### src/rtl/selector_campo_programacion_if.sv
// ============================================================================
// Module : selector_campo_programacion_if
// Brief  : Front-panel buttons, programming enable and field-select outputs.
// Rev    : 1.0  initial release
// ============================================================================
`default_nettype none

interface selector_campo_programacion_if;
    logic       en_prog;
    logic       btn_up;
    logic       btn_down;
    logic       btn_left;
    logic       btn_right;
    logic [3:0] en_count;
    logic       enUP;
    logic       enDOWN;
    logic       campo_cambio;

    modport master (
        output en_prog, btn_up, btn_down, btn_left, btn_right,
        input  en_count, enUP, enDOWN, campo_cambio
    );

    modport slave (
        input  en_prog, btn_up, btn_down, btn_left, btn_right,
        output en_count, enUP, enDOWN, campo_cambio
    );
endinterface

`default_nettype wire

### src/rtl/selector_campo_programacion.sv
// ============================================================================
// Module : selector_campo_programacion
// Brief  : Button conditioning and field-select FSM for programming mode.
// Rev    : 1.0  initial release
// ============================================================================
`default_nettype none

module selector_campo_programacion #(
    parameter int N_CAMPOS   = 9,
    parameter int DEB_CYCLES = 1000000,
    parameter int DEB_BITS   = 20          // 2**DEB_BITS must exceed DEB_CYCLES
) (
    input  logic                        clk,
    input  logic                        reset,
    selector_campo_programacion_if.slave bus
);

    localparam int BTN_UP    = 0;
    localparam int BTN_DOWN  = 1;
    localparam int BTN_LEFT  = 2;
    localparam int BTN_RIGHT = 3;

    localparam logic [DEB_BITS-1:0] DEB_LAST  = DEB_BITS'(DEB_CYCLES - 1);
    localparam logic [DEB_BITS-1:0] DEB_ONE   = DEB_BITS'(1);
    localparam logic [3:0]          CAMPO_MIN = 4'd1;
    localparam logic [3:0]          CAMPO_MAX = 4'(N_CAMPOS);

    typedef enum logic [0:0] {
        IDLE = 1'b0,
        PROG = 1'b1
    } state_t;

    logic [3:0] raw;
    logic [3:0] deb;
    logic [3:0] deb_prev;
    logic       pulse_left;
    logic       pulse_right;

    assign raw = {bus.btn_right, bus.btn_left, bus.btn_down, bus.btn_up};

    genvar gi;
    generate
        for (gi = 0; gi < 4; gi++) begin : g_btn
            logic                meta;
            logic                sync_q;
            logic                stable;
            logic [DEB_BITS-1:0] cnt;

            always_ff @(posedge clk or posedge reset) begin
                if (reset) begin
                    meta   <= 1'b0;
                    sync_q <= 1'b0;
                end else begin
                    meta   <= raw[gi];
                    sync_q <= meta;
                end
            end

            // Any return to the accepted level restarts the stability window.
            always_ff @(posedge clk or posedge reset) begin
                if (reset) begin
                    stable <= 1'b0;
                    cnt    <= '0;
                end else if (sync_q == stable) begin
                    cnt    <= '0;
                end else if (cnt == DEB_LAST) begin
                    stable <= sync_q;
                    cnt    <= '0;
                end else begin
                    cnt    <= cnt + DEB_ONE;
                end
            end

            assign deb[gi] = stable;
        end
    endgenerate

    always_ff @(posedge clk or posedge reset) begin
        if (reset) begin
            deb_prev <= '0;
        end else begin
            deb_prev <= deb;
        end
    end

    assign pulse_left  = deb[BTN_LEFT]  & ~deb_prev[BTN_LEFT];
    assign pulse_right = deb[BTN_RIGHT] & ~deb_prev[BTN_RIGHT];

    state_t     state;
    state_t     state_next;
    logic [3:0] en_count;
    logic [3:0] en_count_next;
    logic       campo_cambio;
    logic       en_up;
    logic       en_down;
    logic       en_up_next;
    logic       en_down_next;

    always_ff @(posedge clk or posedge reset) begin
        if (reset) begin
            state        <= IDLE;
            en_count     <= '0;
            campo_cambio <= 1'b0;
            en_up        <= 1'b0;
            en_down      <= 1'b0;
        end else begin
            state        <= state_next;
            en_count     <= en_count_next;
            campo_cambio <= (en_count_next != en_count);
            en_up        <= en_up_next;
            en_down      <= en_down_next;
        end
    end

    always_comb begin
        state_next    = state;
        en_count_next = en_count;
        case (state)
            IDLE: begin
                en_count_next = '0;
                if (bus.en_prog) begin
                    state_next    = PROG;
                    en_count_next = CAMPO_MIN;
                end
            end
            PROG: begin
                if (!bus.en_prog) begin
                    state_next    = IDLE;
                    en_count_next = '0;
                end else if (pulse_right && !pulse_left) begin
                    en_count_next = (en_count >= CAMPO_MAX || en_count < CAMPO_MIN)
                                  ? CAMPO_MIN : en_count + 4'd1;
                end else if (pulse_left && !pulse_right) begin
                    en_count_next = (en_count <= CAMPO_MIN || en_count > CAMPO_MAX)
                                  ? CAMPO_MAX : en_count - 4'd1;
                end else if (en_count < CAMPO_MIN || en_count > CAMPO_MAX) begin
                    en_count_next = CAMPO_MIN;
                end
            end
            default: begin
                state_next    = IDLE;
                en_count_next = '0;
            end
        endcase
    end

    // Up and down cancel each other so a downstream counter never sees both.
    always_comb begin
        en_up_next   = (state == PROG) & bus.en_prog & deb[BTN_UP]   & ~deb[BTN_DOWN];
        en_down_next = (state == PROG) & bus.en_prog & deb[BTN_DOWN] & ~deb[BTN_UP];
    end

    assign bus.en_count     = en_count;
    assign bus.enUP         = en_up;
    assign bus.enDOWN       = en_down;
    assign bus.campo_cambio = campo_cambio;

endmodule

`default_nettype wire

### src/flat_wrapper.sv
// flat-port wrapper written by rule: the top's interface ports become plain ports
module selector_campo_programacion_flat 
#(
    parameter int N_CAMPOS   = 9,
    parameter int DEB_CYCLES = 1000000,
    parameter int DEB_BITS   = 20                                               
)
  (clk, reset, bus_en_prog, bus_btn_up, bus_btn_down, bus_btn_left, bus_btn_right, bus_en_count, bus_enUP, bus_enDOWN, bus_campo_cambio);
  selector_campo_programacion_if bus_i ();
  input  logic clk;
  input  logic reset;
  input wire logic [$bits(bus_i.en_prog)-1:0] bus_en_prog;
  input wire logic [$bits(bus_i.btn_up)-1:0] bus_btn_up;
  input wire logic [$bits(bus_i.btn_down)-1:0] bus_btn_down;
  input wire logic [$bits(bus_i.btn_left)-1:0] bus_btn_left;
  input wire logic [$bits(bus_i.btn_right)-1:0] bus_btn_right;
  output wire logic [$bits(bus_i.en_count)-1:0] bus_en_count;
  output wire logic [$bits(bus_i.enUP)-1:0] bus_enUP;
  output wire logic [$bits(bus_i.enDOWN)-1:0] bus_enDOWN;
  output wire logic [$bits(bus_i.campo_cambio)-1:0] bus_campo_cambio;
  assign bus_i.en_prog = bus_en_prog;
  assign bus_i.btn_up = bus_btn_up;
  assign bus_i.btn_down = bus_btn_down;
  assign bus_i.btn_left = bus_btn_left;
  assign bus_i.btn_right = bus_btn_right;
  assign bus_en_count = bus_i.en_count;
  assign bus_enUP = bus_i.enUP;
  assign bus_enDOWN = bus_i.enDOWN;
  assign bus_campo_cambio = bus_i.campo_cambio;
  selector_campo_programacion #(.N_CAMPOS(N_CAMPOS), .DEB_CYCLES(DEB_CYCLES), .DEB_BITS(DEB_BITS)) u_core (.clk(clk), .reset(reset), .bus(bus_i));
endmodule
### config.mk
export PLATFORM = sky130hd
export DESIGN_NAME = selector_campo_programacion_flat
export DESIGN_NICKNAME = d
export VERILOG_FILES = /design/src/rtl/selector_campo_programacion_if.sv /design/src/rtl/selector_campo_programacion.sv /design/src/flat_wrapper.sv
export SDC_FILE = /design/constraint.sdc
export NUM_CORES = 1
export LEC_CHECK = 0
export CAP_MARGIN = 20
export CORE_ASPECT_RATIO = 0.75
export CORE_MARGIN = 2
export CORE_UTILIZATION = 40
export CTS_CLUSTER_DIAMETER = 30
export CTS_CLUSTER_SIZE = 30
export DETAILED_ROUTE_END_ITERATION = 12
export PLACE_DENSITY = 0.59
export REMOVE_ABC_BUFFERS = 1
export SETUP_SLACK_MARGIN = 0.05
export SLEW_MARGIN = 20
export SYNTH_ARGS = -nofsm -noshare
export SYNTH_HDL_FRONTEND = slang
export SYNTH_SLANG_ARGS = --single-unit
### constraint.sdc
create_clock -name clk -period 4.5 [get_ports clk]
set_input_delay 0.9 -clock clk [delete_from_list [all_inputs] [get_ports clk]]
set_output_delay 0.9 -clock clk [all_outputs]
set_load 0.02 [all_outputs]
Yosys cells after proc, flatten, opt, wreduce, memory -nomap -nowiden

Index checks and enable logic that the tools add are counted.

Flip-flop bits (word level): 104
Bits in latches: 0
Bits in writable memories: 0
Memory bits (read-only): 0
Input bits: 7
Output and inout port bits: 7
Logic and storage cells: 85
Memories: 0

Add/sub/neg operators: 6
$mul: 0
Divide/modulo/power cells: 0
Magnitude comparators: 4
Equal/unequal tests: 9
Shifts and indexed selects: 0
Mux-type cells: 17
Bitwise operators: 16
Reduce and logical (&&, ||, !) cells: 11

Operators with widths:

| kind                    | count |
|---|---|
| $mux W20                | 8 |
| $add A20 B1 Y20 const B | 4 |
| $eq A20 B20 Y1 const B  | 4 |
| $mux W4                 | 6 |
| $not A1 Y1              | 9 |
| $pmux W4 S2             | 1 |
| $reduce_and A2 Y1       | 4 |
| $and A1 B1 Y1           | 7 |
| $add A4 B1 Y4 const B   | 1 |
| $eq A1 B1 Y1            | 4 |
| $ge A4 B4 Y1 const B    | 1 |
| $gt A4 B4 Y1 const B    | 1 |
| $le A4 B1 Y1 const B    | 1 |
| $lt A4 B1 Y1 const B    | 1 |
| $ne A4 B4 Y1            | 1 |
| $sub A4 B1 Y4 const B   | 1 |
| $logic_or A1 B1 Y1      | 3 |
| $logic_and A1 B1 Y1     | 2 |
| $logic_not A1 Y1        | 2 |
| $mux W1                 | 2 |

Depth between registers and ports, before layout

Word-level depth: 9
Depth in mapped cells: 9
Gate-level depth less buffers: 7

Worst setup path before layout

OpenSTA, ideal clock, no wires.

Kind: register to register
Start point: reg u_core.en_count[0] (netlist: u_core.bus.en_count[0])
End point: reg u_core.campo_cambio (netlist: u_core.bus.campo_cambio)
Library setup time: 0.134 ns
Arrival: 2.024 ns
Setup slack: 2.342 ns
Stages on the path, launching flop included: 10
Buffers on the path: 2
Clock period less this slack: 2.158 ns
Path through: dfrtp_1 -> clkbuf_1 -> inv_1 -> ha_1 -> clkbuf_1 -> nand3b_1 -> o21ai_0 -> a221o_1 -> a211oi_1 -> nand4_1

Cells in the longest elaborated chain, start to end: 8

Ends and longest elaborated chain:

| item                                  | RTL line                                                               | source |
|---|---|---|
| start, declared                       | selector_campo_programacion.sv:91                                      | `logic [3:0] en_count;` |
| start signal, assigned                | selector_campo_programacion.sv:108                                     | `en_count <= en_count_next;` |
| $lt A4 B1 Y1 (tied with other cells)  | selector_campo_programacion.sv:131, selector_campo_programacion.sv:136 |  |
| $logic_or A1 B1 Y1 (on tied branches) | selector_campo_programacion.sv:136, selector_campo_programacion.sv:134 |  |
| $mux W4 (on tied branches)            | selector_campo_programacion.sv:136, selector_campo_programacion.sv:135 |  |
| $mux W4                               | selector_campo_programacion.sv:133                                     | `end else if (pulse_left && !pulse_right) begin` |
| $mux W4                               | selector_campo_programacion.sv:130                                     | `end else if (pulse_right && !pulse_left) begin` |
| $mux W4                               | selector_campo_programacion.sv:127                                     | `if (!bus.en_prog) begin` |
| $pmux W4 S2                           | selector_campo_programacion.sv:118                                     | `case (state)` |
| $ne A4 B4 Y1 *                        | selector_campo_programacion.sv:109                                     | `campo_cambio <= (en_count_next != en_count);` |
| end signal, assigned                  | selector_campo_programacion.sv:109                                     |  |
| end, declared                         | selector_campo_programacion.sv:93                                      | `logic campo_cambio;` |

Mark *: on every way between the ends. The rest lies on a longest branch, timed or not.
A chain may end at the register's enable or synchronous reset.

Worst setup path after layout

Start point: reg u_core.en_count[3] (netlist: u_core.bus.en_count[3])
End point: out bus_en_count[3]

RTL lines:

| item          | RTL line           | source |
|---|---|---|
| end, declared | flat_wrapper.sv:17 | `output wire logic [$bits(bus_i.en_count)-1:0] bus_en_count;` |

No word-level cell between the ends.

==> reports/results.ini <==
[place]
io_buffers = 13
gp_congestion = 0.8714
placed_cell_area_sq_mm = 0.005284
hpwl_microns = 6324

[critical_path]
crit_cells = 1
critPathTopFamily = flip-flops
path_max_fanout = 20
crit_chain = clkdlybuf4s50_1
cp-end-kind = output port
crit_path_max_incr_delay_ns = 0.73
cp.required_ns = 3.60
critical_path_class = register to output port
cp-start-kind = register
cp.buffers_inverters = 1
rr_worst_depth = 7
critPathSlowestCell = dfrtp_1
cp_data_arrival_time_ns = 1.79

[drt]
dr.pass1.iters = 4
viasPerCell = 5.141
drt_iter0_markers = 249
wl_microns = 9380
wl_per_cell_microns = 13.54
ant_nets = 0
via_count = 3563
drc_errors = 0

[global_route]
grt_pass1_vias = 3492
grt_use_total_pct = 15.43
grt_max_degree = 60
antenna_found_initial = 0
grt_pass1_wl_microns = 16710
grt_overflow_total = 0

[layout]
fin_nets = 536
multiInputGateArea_sq_mm = 0.002320
fin_area_sq_mm = 0.005564
final_layout_size_suffix_gt1_share_pct = 5.503
regArea_sq_mm = 0.002552
nFillCells = 1202
syn_to_final_growth_pct = 10.54
diodes = 0

[sta]
setup_viol_count_final = 0
max_freq_mhz = 371.1
slew_headroom_pct = 32.61
worst_pin_slew_ns = 1.002
finalHoldWorstSlack_ns = 0.3567
fin_tns_setup_ns = 0
hold_viol = 0
rsz0062_at_grt = no
final.min_clock_period_ns = 2.695
min_period_over_period_pct = 59.88
clock-skew-final_ns = 0.01073
maxSlewViolCount = 0

[power_and_ir_drop]
ir_drop_v = 0.0001745
seq_power_share_pct = 53.5
netSwitchingFraction_pct = 24.11
power.switching_mw = 0.4260
p_per_area_mw_per_mm2 = 317.5
p_leak_nw = 2.358
power_frac_clock_pct = 42.0
power_frac_comb_pct = 4.5
p_int_mw = 1.341

[yosys]
ys_types = 54
synth-seq-cells = 102
yosysWarnings = 0
async_flop_share_pct = 100.0
synthesis.area_sq_mm = 0.005034
ys_seq_area_share_pct = 50.71
synth_edf_count = 0
syn_inst = 511
ys.flop_type = dfrtp_1
synth_area_per_cell_sq_um = 9.850

[floorplan]
core_sq_mm = 0.01226
die_width_microns = 133.5
io_pins = 14
die_y_microns = 101.2
fp-row-count = 35
initial_core_util_pct = 41.05
die_area_sq_mm = 0.01351

[cts]
insertion_delay_ns = 0.35
root_buffer = clkbuf_16
cts_sinks = 102
cts-htree-levels = 3
cts_hold_buffers = 0
cts_setup_buffers = 0
cts_tree = yes
clk_pin_slew_ns = 0.08
cts_buffers = 9
clockBufferDepth = 2
cts_resized = 0

[hold_path]
hold_class = register to register
hold_depth = 0

[job]
maxCapViolations = 0

[run_status]
status = complete, no violations

[metal layers]
| layer | vias up | global-route usage (%) | wire length, microns |
|---|---|---|---|
| met5 | - | 0 | 0 |
| met4 | 0 | 5.237 | 130 |
| met3 | 12 | 3.754 | 334 |
| met2 | 51 | 23.08 | 3949 |
| met1 | 1734 | 22.15 | 4966 |
| li1 | 1766 | - | - |
[cell usage after synthesis (2+ instances only)]
cell / instances / area [sq um]
a211oi_1: 3 / 22.52
a21oi_1: 4 / 20.02
a221oi_1: 2 / 17.52
a311oi_1: 2 / 17.52
a31oi_1: 2 / 12.51
and2_1: 4 / 25.02
and3_1: 15 / 93.84
and4_1: 5 / 43.79
buf_2: 3 / 15.01
buf_4: 3 / 22.52
clkbuf_1: 6 / 22.52
dfrtp_1: 102 / 2552
ha_1: 7 / 87.58
inv_1: 15 / 56.30
mux2_2: 4 / 45.04
nand2_1: 33 / 123.9
nand2b_1: 3 / 18.77
nand3_1: 36 / 180.2
nand3b_1: 5 / 37.54
nand4_1: 15 / 93.84
nor2_1: 100 / 375.4
nor2b_1: 5 / 31.28
nor3_1: 10 / 50.05
nor3b_1: 2 / 15.01
nor4_1: 11 / 68.82
nor4b_1: 3 / 26.28
o21ai_0: 3 / 15.01
o21bai_1: 2 / 15.01
o31ai_1: 2 / 15.01
or2_2: 3 / 18.77
or4_1: 3 / 22.52
xnor2_1: 36 / 315.3
xor2_1: 41 / 359.1
[kinds of logic after synthesis]
kind of cell             synth area share, %
multiplexers                          0.8948
AND/OR/NAND/NOR                        25.33
flip-flops                             50.71
AO/OA/AOI/OAI                          4.723
adder cells (fa/ha/maj)                1.740
XOR/XNOR                               13.40
buffers and inverters                  3.206
[state kept, by name, indices dropped and copies added, names as in the netlist]
register	cells
u_core.bus.campo_cambio	1
u_core.bus.enDOWN	1
u_core.bus.enUP	1
u_core.bus.en_count	4
u_core.deb_prev	2
u_core.g_btn.cnt	80
u_core.g_btn.meta	4
u_core.g_btn.stable	4
u_core.g_btn.sync_q	4
u_core.state	1
[per-stage QoR]
stage | setup slack (ns) | utilization, % | power, mW | cells
2_1_floorplan | 0.9245 | - | 1.014 | 496
3_3_place_gp | 2.035 | 43.09 | 1.043 | 677
3_5_place_dp | 1.964 | 43.09 | 1.044 | 677
4_1_cts | 1.821 | 45.38 | 1.797 | 693
5_1_grt | 1.742 | 45.38 | 1.852 | 693
6_report | 1.805 | 45.38 | 1.767 | 693
[final cells by class]
type                            instances  share of cell area [%]
Tap cell                              166                   3.733
Sequential cell                       102                   45.87
Clock buffer                            9                   4.048
Timing Repair Buffer                   15                   2.608
Clock inverter                          7                  0.9894
Multi-Input combinational cell        379                   41.69
Inverter                               15                   1.057
[power by group through the flow]
stage | Combinational (mW) | Clock [mW] | Sequential (mW)
after floorplan | 0.0524 | 0 | 0.961
after global placement | 0.0809 | 0 | 0.962
after detailed placement | 0.0820 | 0 | 0.962
after CTS | 0.0822 | 0.770 | 0.944
after global routing | 0.0923 | 0.813 | 0.947
final | 0.0803 | 0.742 | 0.945
[placed cells by master (no fill, tap or decap), types with 2 or more instances in the layout]
master and count:
o31ai_1 2, and3_1 15, o21bai_1 2, and2_1 4
o21ai_0 3, a21oi_1 4, mux2_2 4, buf_4 2
nor4_1 11, or4_1 3, or2_2 3, nor4b_1 3
xnor2_1 36, inv_6 3, xor2_1 41, nor2b_1 5
a31oi_1 2, nand4_1 15, inv_1 14, nor2_1 100
nor3b_1 2, clkinv_2 2, nand3_1 36, nand2_1 33
clkbuf_16 9, nand3b_1 5, and4_1 5, a211oi_1 3
clkdlybuf4s50_1 13, nor3_1 10, a221oi_1 2, dfrtp_1 102
ha_1 7, a311oi_1 2, nand2b_1 3
[final timing paths]
path	to	start	slack, ns
max	bus_en_count[3]	u_core.bus.en_count[3]	1.81
min	u_core.g_btn[1].sync_q	u_core.g_btn[1].meta	0.36
min reg2reg	u_core.g_btn[1].sync_q	u_core.g_btn[1].meta	0.36
min in group asynchronous	u_core.g_btn[1].cnt[0]	reset	1.04
max in group asynchronous	u_core.g_btn[3].meta	reset	2.67
max reg2reg	u_core.bus.campo_cambio	u_core.bus.en_count[0]	2.21
(Power assumes the default switching activity.)
